--- config.mk ---
export PLATFORM = sky130hd
export DESIGN_NAME = load_extend_ctrl_flat
export DESIGN_NICKNAME = d
export VERILOG_FILES = /design/src/rtl/load_extend_ctrl_if.sv /design/src/rtl/load_extend_ctrl.sv /design/src/flat_wrapper.sv
export SDC_FILE = /design/constraint.sdc
export NUM_CORES = 1
export LEC_CHECK = 0
export CORE_ASPECT_RATIO = 1.25
export CORE_MARGIN = 3
export CORE_UTILIZATION = 50
export DETAILED_ROUTE_END_ITERATION = 12
export DONT_BUFFER_PORTS = 1
export PLACE_DENSITY = 0.63
export SLEW_MARGIN = 30
export SYNTH_ARGS = -nofsm -noshare
export SYNTH_HDL_FRONTEND = slang
export SYNTH_SLANG_ARGS = --single-unit
--- constraint.sdc ---
create_clock -name clock -period 2.27 [get_ports clock]
set_input_delay 0.3405 -clock clock [delete_from_list [all_inputs] [get_ports clock]]
set_output_delay 0.3405 -clock clock [all_outputs]
set_load 0.005 [all_outputs]
--- src/rtl/load_extend_ctrl_if.sv ---
// Bundles the MEM-stage load request/response and data-memory read port of load_extend_ctrl.
// The slave modport is the controller's view; master is the pipeline and memory side.
interface load_extend_ctrl_if #(
  parameter int DATA_W = 32
);
  logic              req_valid;
  logic              req_ready;
  logic [31:0]       req_addr;
  logic [1:0]        req_size;
  logic              req_signed;
  logic              mem_read;
  logic [31:0]       mem_addr;
  logic              mem_ack;
  logic [DATA_W-1:0] mem_data;
  logic              stall;
  logic              rsp_valid;
  logic [DATA_W-1:0] rsp_data;
  logic              rsp_err;

  modport slave (
    input  req_valid, req_addr, req_size, req_signed, mem_ack, mem_data,
    output req_ready, mem_read, mem_addr, stall, rsp_valid, rsp_data, rsp_err
  );

  modport master (
    output req_valid, req_addr, req_size, req_signed, mem_ack, mem_data,
    input  req_ready, mem_read, mem_addr, stall, rsp_valid, rsp_data, rsp_err
  );
endinterface

--- src/rtl/load_extend_ctrl.sv ---
// Sub-word load sequencer: word-aligned read, lane select, sign/zero extension, stall.
// Optional LOAD_ALIGN_CHECK_EN macro rejects misaligned half/word loads without a memory read.
module load_extend_ctrl #(
  parameter int DATA_W  = 32,
  parameter int TIMEOUT = 16
) (
  input  logic              clock,
  input  logic              reset,
  load_extend_ctrl_if.slave bus
);

  localparam int              CNT_W    = $clog2(TIMEOUT + 1);
  localparam logic [CNT_W-1:0] CNT_LAST = CNT_W'(TIMEOUT - 1);

  typedef enum logic [1:0] {IDLE, ISSUE, WAIT, DONE} state_t;

  state_t            state, state_nx;
  logic [31:0]       addr_q;
  logic [1:0]        size_q;
  logic              sign_q;
  logic              misalign_q;
  logic              misalign_req;
  logic [CNT_W-1:0]  cnt_q, cnt_nx;
  logic [DATA_W-1:0] rsp_data_q, rsp_data_nx;
  logic              rsp_err_q, rsp_err_nx;
  logic [DATA_W-1:0] ext_data;
  logic [7:0]        byte_lane;
  logic [15:0]       half_lane;

`ifdef LOAD_ALIGN_CHECK_EN
  assign misalign_req = (bus.req_size == 2'b01 && bus.req_addr[0]) ||
                        (bus.req_size[1] && bus.req_addr[1:0] != 2'b00);
`else
  assign misalign_req = 1'b0;
`endif

  // Little-endian lanes; size 2'b11 is handled as a word.
  assign byte_lane = bus.mem_data[8*addr_q[1:0] +: 8];
  assign half_lane = bus.mem_data[16*addr_q[1] +: 16];

  always_comb begin
    case (size_q)
      2'b00:   ext_data = {{(DATA_W-8){sign_q & byte_lane[7]}}, byte_lane};
      2'b01:   ext_data = {{(DATA_W-16){sign_q & half_lane[15]}}, half_lane};
      default: ext_data = bus.mem_data;
    endcase
  end

  always_comb begin
    // NOTE: every signal gets a default before the case so no path leaves it unassigned (no latch).
    state_nx    = state;
    cnt_nx      = cnt_q;
    rsp_data_nx = rsp_data_q;
    rsp_err_nx  = rsp_err_q;
    case (state)
      IDLE: begin
        if (bus.req_valid) state_nx = ISSUE;
      end
      ISSUE: begin
        cnt_nx = '0;
        if (misalign_q) begin
          state_nx    = DONE;
          rsp_data_nx = '0;
          rsp_err_nx  = 1'b1;
        end else if (bus.mem_ack) begin
          state_nx    = DONE;
          rsp_data_nx = ext_data;
          rsp_err_nx  = 1'b0;
        end else begin
          state_nx = WAIT;
        end
      end
      WAIT: begin
        // An acknowledge on the final wait cycle still wins over the timeout.
        if (bus.mem_ack) begin
          state_nx    = DONE;
          rsp_data_nx = ext_data;
          rsp_err_nx  = 1'b0;
        end else if (cnt_q == CNT_LAST) begin
          state_nx    = DONE;
          rsp_data_nx = '0;
          rsp_err_nx  = 1'b1;
        end else begin
          cnt_nx = cnt_q + 1'b1;
        end
      end
      DONE: begin
        state_nx = IDLE;
      end
      default: state_nx = IDLE;
    endcase
  end

  always_ff @(posedge clock) begin
    // NOTE: non-blocking assignments so every register samples pre-edge values.
    if (reset) begin
      state      <= IDLE;
      cnt_q      <= '0;
      addr_q     <= '0;
      size_q     <= '0;
      sign_q     <= 1'b0;
      misalign_q <= 1'b0;
      rsp_data_q <= '0;
      rsp_err_q  <= 1'b0;
    end else begin
      state      <= state_nx;
      cnt_q      <= cnt_nx;
      rsp_data_q <= rsp_data_nx;
      rsp_err_q  <= rsp_err_nx;
      if (state == IDLE && bus.req_valid) begin
        addr_q     <= bus.req_addr;
        size_q     <= bus.req_size;
        sign_q     <= bus.req_signed;
        misalign_q <= misalign_req;
      end
    end
  end

  assign bus.req_ready = (state == IDLE);
  assign bus.stall     = (state != IDLE);
  assign bus.mem_read  = (state == ISSUE && !misalign_q) || (state == WAIT);
  assign bus.mem_addr  = {addr_q[31:2], 2'b00};
  assign bus.rsp_valid = (state == DONE);
  assign bus.rsp_data  = rsp_data_q;
  assign bus.rsp_err   = rsp_err_q;

endmodule
--- src/flat_wrapper.sv ---
// flat-port wrapper written by rule: the top's interface ports become plain ports
module load_extend_ctrl_flat 
#(
  parameter int DATA_W  = 32,
  parameter int TIMEOUT = 16
)
  (clock, reset, bus_req_valid, bus_req_addr, bus_req_size, bus_req_signed, bus_mem_ack, bus_mem_data, bus_req_ready, bus_mem_read, bus_mem_addr, bus_stall, bus_rsp_valid, bus_rsp_data, bus_rsp_err);
  load_extend_ctrl_if #(.DATA_W(DATA_W)) bus_i ();
  input  logic clock;
  input  logic reset;
  input wire logic [$bits(bus_i.req_valid)-1:0] bus_req_valid;
  input wire logic [$bits(bus_i.req_addr)-1:0] bus_req_addr;
  input wire logic [$bits(bus_i.req_size)-1:0] bus_req_size;
  input wire logic [$bits(bus_i.req_signed)-1:0] bus_req_signed;
  input wire logic [$bits(bus_i.mem_ack)-1:0] bus_mem_ack;
  input wire logic [$bits(bus_i.mem_data)-1:0] bus_mem_data;
  output wire logic [$bits(bus_i.req_ready)-1:0] bus_req_ready;
  output wire logic [$bits(bus_i.mem_read)-1:0] bus_mem_read;
  output wire logic [$bits(bus_i.mem_addr)-1:0] bus_mem_addr;
  output wire logic [$bits(bus_i.stall)-1:0] bus_stall;
  output wire logic [$bits(bus_i.rsp_valid)-1:0] bus_rsp_valid;
  output wire logic [$bits(bus_i.rsp_data)-1:0] bus_rsp_data;
  output wire logic [$bits(bus_i.rsp_err)-1:0] bus_rsp_err;
  assign bus_i.req_valid = bus_req_valid;
  assign bus_i.req_addr = bus_req_addr;
  assign bus_i.req_size = bus_req_size;
  assign bus_i.req_signed = bus_req_signed;
  assign bus_i.mem_ack = bus_mem_ack;
  assign bus_i.mem_data = bus_mem_data;
  assign bus_req_ready = bus_i.req_ready;
  assign bus_mem_read = bus_i.mem_read;
  assign bus_mem_addr = bus_i.mem_addr;
  assign bus_stall = bus_i.stall;
  assign bus_rsp_valid = bus_i.rsp_valid;
  assign bus_rsp_data = bus_i.rsp_data;
  assign bus_rsp_err = bus_i.rsp_err;
  load_extend_ctrl #(.DATA_W(DATA_W), .TIMEOUT(TIMEOUT)) u_core (.clock(clock), .reset(reset), .bus(bus_i));
endmodule
; Word level (Yosys, flattened, before mapping)
; Cells that the tools add are included.
[totals]
register_bits = 75
input_bits = 71
output_inout_bits = 69
wordCells = 48
[classes]
n_addsub = 1
n_eq_ne = 10
n_shift = 2
muxes = 17
bitwise_logic = 2
reduce_logical = 9
[ops]
columns = operator, n
row1 = $pmux W32 S2, 2
row2 = $mux W32, 3
row3 = $shiftx A32 B6 Y16, 1
row4 = $shiftx A32 B6 Y8, 1
row5 = $mux W5, 2
row6 = $pmux W5 S2, 1
row7 = $ne A2 B2 Y1 const B, 4
row8 = $pmux W2 S4, 1
row9 = $mux W2, 3
row10 = $reduce_and A3 Y1, 2
row11 = $add A5 B1 Y5 const B, 1
row12 = $eq A5 B4 Y1 const B, 1
row13 = $eq A2 B1 Y1 const B, 2
row14 = $eq A2 B2 Y1 const B, 2
row15 = $logic_not A2 Y1, 2
row16 = $mux W1, 4
row17 = $reduce_bool A2 Y1, 2
row18 = $ne A3 B2 Y1 const B, 1
row19 = $and A1 B1 Y1, 2
row20 = $pmux W1 S2, 1
row21 = $reduce_and A2 Y1, 1
row22 = $logic_and A1 B1 Y1, 1
row23 = $logic_or A1 B1 Y1, 1

; Longest topological paths before layout
[logic_depth]
word_depth = 5
mapped_depth = 9
mapped_depth_nobuf = 7

; Worst setup path before layout
; Ideal clock, no wire load.
[synth_path]
kind = reg2reg
startpoint = register u_core.cnt_q[0]
endpoint = register u_core.rsp_data_q[15], in the netlist u_core.bus.rsp_data[15]
setup_ns = 0.070
arrival_ns = 1.837
required_time_ns = 2.200
setup_slack_ns = 0.363
path_stages_with_launch = 10
n_path_buf = 2
period_less_slack_ns = 1.907
cell_sequence = dfxtp_1 > ha_1 > and3_1 > ha_1 > nor2b_1 > o22ai_2 > nor2b_1 > buf_2 > buf_2 > o2bb2ai_1
[synth_via]
elab_chain_cells = 3
[synth_lines]
columns = item, line
row1 = from (decl), load_extend_ctrl.sv:23  ; logic [CNT_W-1:0] cnt_q, cnt_nx;
row2 = from (signal assigned), load_extend_ctrl.sv:107  ; cnt_q <= cnt_nx;
row3 = $eq A5 B4 Y1, load_extend_ctrl.sv:79  ; end else if (cnt_q == CNT_LAST) begin
row4 = $ne A3 B2 Y1 (no source line), -
row5 = $reduce_and A3 Y1 (no source line), -
row6 = to (signal assigned), load_extend_ctrl.sv:108  ; rsp_data_q <= rsp_data_nx;
row7 = to (decl), load_extend_ctrl.sv:24  ; logic [DATA_W-1:0] rsp_data_q, rsp_data_nx;
; Every way passes these cells.
; A chain may end at the register's enable or synchronous reset.

; Worst setup path after layout
[layout_path]
startpoint = register u_core.cnt_q[0]
endpoint = register u_core.rsp_data_q[27], in the netlist u_core.bus.rsp_data[27]
; The elaborated chain is that of the path after synthesis.

==> metrics.md <==
| Metric | Value |
|---|---|
| Sequential share of power | `41.6%` |
| I/O pins | `140` |
| WL per Instance | `roughly 19 um` |
| Initial DRC count | `about 130` |
| PwrDens | `between 1000 and 1500 mW/mm^2` |
| Minimum clock period | `about 2.0 ns` |
| Simple-Gate Fraction of Synth Area | `between 10 and 15%` |
| Worst-path fanout max | `16` |
| Via count | `2,788` |
| Die H | `roughly 100 um` |
| TritonCTS Buffers | `9` |
| Critical setup path kind | `flip-flop to flip-flop` |
| Crit path capture | `u_core.bus.rsp_data[27]` |
| Vias in the first global route | `between 2,000 and 3,000` |
| Clk slew on worst S/H paths | `roughly 0.070 ns` |
| Worst-Margin Slew | `between 0.6 and 0.7 ns` |
| Largest family of logic cells by synthesized area | `compound AO/OA/AOI/OAI gates` |
| Combinational power share | `between 30% and 40%` |
| Clock sink count | `75` |
| Chip width | `about 83 um` |
| Share of cells above drive strength 1 | `15.0%` |
| Grt ovf | `0` |
| TritonRoute pass-1 iters | `5` |
| Synth unique cells | `44` |
| Xor/xnor share of the synthesized area | `0%` |
| Slowest CP cell | `dfxtp_1` |
| Placement Cell Area | `~0.0035 mm^2` |
| Switching Fraction | `about a third` |
| R2r worst-path depth | `8` |
| Top cell by count, worst path | `ha_1` |
| Adder-Cell Fraction of Synth Area | `under 10%` |
| Pin count of the biggest net entering global routing | `63` |
| P_sw | `between 1000 and 1500 uW` |
| Core footprint | `0.00706 mm^2` |
| Post-synthesis compound-gate area fraction | `between 20% and 30%` |
| Util after Layout | `52.8%` |
| Final setup viols | `0` |
| Status | `complete, no violations` |
| DRC violations left | `0` |
| # resized after CTS | `0` |
| Startpoint class of the critical path | `flip-flop` |
| Mapped cell area | `0.00369 mm^2` |
| Final wirelength | `about 8700 um` |
| Die Area | `0.00846 mm^2` |
| Clock Path Buffers | `2` |
| Detailed placer's ending HPWL | `6350 um` |
| Crit-path cells | `ha_1, and3_1, ha_1, nor2b_1, o22ai_2, buf_4, a22oi_1, a211oi_1` |
| Final worst setup slack | `0.309 ns` |
| Final Hold Viols | `0` |
| CTS tree | `done` |
| Worst reg2reg startpoint | `u_core.cnt_q[0]` |
| WP buf/inv | `1` |
| Multiplexer share of the synthesized area | `roughly 9.8%` |
| Yosys Warn Count | `0` |
| H-tree depth | `3` |
| Crit-path max cell delay | `~0.34 ns` |
| R2r setup slk | `0.31 ns` |
| Area growth, synth to finish | `1.05%` |
| Top FF cell, synth | `dfxtp_1` |
| # fillers | `around 670` |
| Setup Skew | `0.00824 ns` |
| Post-synth EDFFs | `0` |
| Setup Buffers After CTS | `0` |
| Max Clk Rate | `between 500 and 600 MHz` |
| Unrepaired setup endpoints after global routing | `no` |
| Mapped Avg Cell Area | `between 9 and 10 um^2` |
| Reg2Reg Capture Point | `u_core.bus.rsp_data[27]` |
| Flops & latches, synth | `75` |
| Final Cell Area | `~0.0037 mm^2` |
| Int Pwr | `2670 uW` |
| Post-synthesis sequential area ratio | `roughly two fifths` |
| Starting Density | `52.3%` |
| Worst Setup SP | `u_core.cnt_q[0]` |
| Slew Viols, Final | `0` |
| Antenna violations before repair | `0` |
| Gr usage total | `approximately a fifth` |
| Ant. Diodes | `0` |
| Worst Path Required | `between 2 and 3 ns` |
| Delay-heaviest family, CP | `compound AO/OA/AOI/OAI gates` |
| RD Place Congestion | `0.864` |
| Worst Hold Class | `primary input to flip-flop` |
| Critical Path AT | `around 2.2 ns` |
| Async SR Flop Fraction | `0%` |
| Synth Instances | `409` |
| Row count | `34` |
| NumNets Final | `roughly 450` |
| Endpoint kind of the worst setup timing path | `flip-flop` |
| Final Cycle Share | `86.4%` |
| Relative slew margins | `between 50 and 60%` |
| Placement Setup Slack | `0.278 ns` |
| First-pass GRT wire length | `around 14,000 um` |
| Vias per inst | `around 6.0` |
| Hold_buf cts | `0` |
| Peak supply drop | `between 0.0006 and 0.0007 V` |
| Pleak | `~0.0013 uW` |
| Final ANT Viol Nets | `0` |
| Share of total power in the clock network | `between 20% and 30%` |
| Worst-Skew Late Latency | `0.34 ns` |
| CTS Root Cell | `clkbuf_8` |
| IO buf count | `0` |
| Critical path depth | `8` |
| Final TNS setup | `0 ns` |
| Maxcap violations | `0` |
[kinds of logic (layout without fill, tap and decap cells)]
| kind of cell | count (synthesis) | count (layout) |
|---|---|---|
| fa+ha+maj | 6 | 6 |
| buf+inv | 71 | 35 |
| other cells | 1 | 2 |
| mux | 25 | 25 |
| flops | 75 | 75 |
| simple gates | 96 | 96 |
| compound gates | 135 | 135 |
[Yosys cell counts (2+ instances only)]
cell type,n,area share [%]
a211oi_1,8,1.6
clkbuf_1,20,2.0
o21ai_0,12,1.6
a21oi_1,60,8.1
nor3_1,2,0.27
a22oi_1,17,3.5
inv_1,8,0.81
ha_1,6,2.0
nand2b_1,2,0.34
o2bb2ai_1,15,3.6
buf_2,5,0.68
mux4_2,8,4.9
dfxtp_1,75,41
buf_4,34,6.9
a221oi_1,3,0.71
mux2i_1,9,2.4
nor2_1,6,0.61
nand2_1,74,7.5
a211oi_2,10,3.4
nor2b_1,4,0.68
mux2_2,8,2.4
[routing by layer]
layer,vias to the layer above,share of wire (%),track usage [%]
met5,-,0,0
met4,0,2.6,10.6
met3,16,11,8.23
met2,129,49,34.5
met1,1299,37,21.1
li1,1344,-,-
[flip-flops by register name, summed over array words and instances, names as in the netlist]
signal	cells
u_core.addr_q	32
u_core.bus.rsp_data	32
u_core.state	2
u_core.bus.rsp_err	1
u_core.sign_q	1
u_core.cnt_q	5
u_core.size_q	2
[power groups by stage]
stage	clock network (uW)	logic [uW]	registers [uW]
3_5_place_dp	0	1280	1740
5_1_grt	1210	1440	1740
6_report	1120	1280	1710
2_1_floorplan	0	1220	1670
3_3_place_gp	0	1250	1740
4_1_cts	1160	1280	1710
[worst min path at each step]
stage / start / end / depth (start not counted)
2_1_floorplan: u_core.addr_q[10] / u_core.addr_q[10] / 2
3_3_place_gp: reset / u_core.addr_q[9] / 1
3_5_place_dp: reset / u_core.addr_q[16] / 1
4_1_cts: reset / u_core.bus.rsp_data[30] / 1
5_1_grt: reset / u_core.addr_q[10] / 1
6_report: reset / u_core.addr_q[16] / 1
[metrics by stage]
step	power (uW)	hold slack, ns	std cells
2_1_floorplan	2890	0.437	410
3_3_place_gp	2990	0.415	449
3_5_place_dp	3020	0.416	449
4_1_cts	4160	0.0456	464
5_1_grt	4390	0.0367	464
6_report	4110	0.0670	464
[cells in the final DEF, fill, tap and decap left out, types with 2 or more instances in the layout]
cell type	Yosys	layout
a211oi_1	8	8
a211oi_2	10	10
a21oi_1	60	60
a221oi_1	3	3
a22oi_1	17	17
buf_4	34	11
bufinv_16	0	2
clkbuf_8	0	10
clkinv_2	0	2
conb_1	1	2
dfxtp_1	75	75
ha_1	6	6
inv_1	8	8
mux2_2	8	8
mux2i_1	9	9
mux4_2	8	8
nand2_1	74	74
nand2b_1	2	2
nor2_1	6	6
nor2b_1	4	4
nor3_1	2	2
o21ai_0	12	12
o2bb2ai_1	15	15
[cell type report]
type                    count  area, um^2  area share (%)
multi-input cells         264        1790            47.9
flip-flops and latches     75        1500            40.2
clock buffers              10         138            3.69
well taps                  90         113            3.02
repair buffers             11        82.6            2.21
clock inverters             5        77.6            2.08
inverters                   9        33.8           0.905
[worst register-to-register path, stage by stage, from the launching register on]
cell and delay [ns]:
dfxtp_1 0.34, ha_1 0.23, and3_1 0.19, ha_1 0.23, nor2b_1 0.15, o22ai_2 0.15
buf_4 0.24, a22oi_1 0.09, a211oi_1 0.25
(Power assumes the default switching activity.)
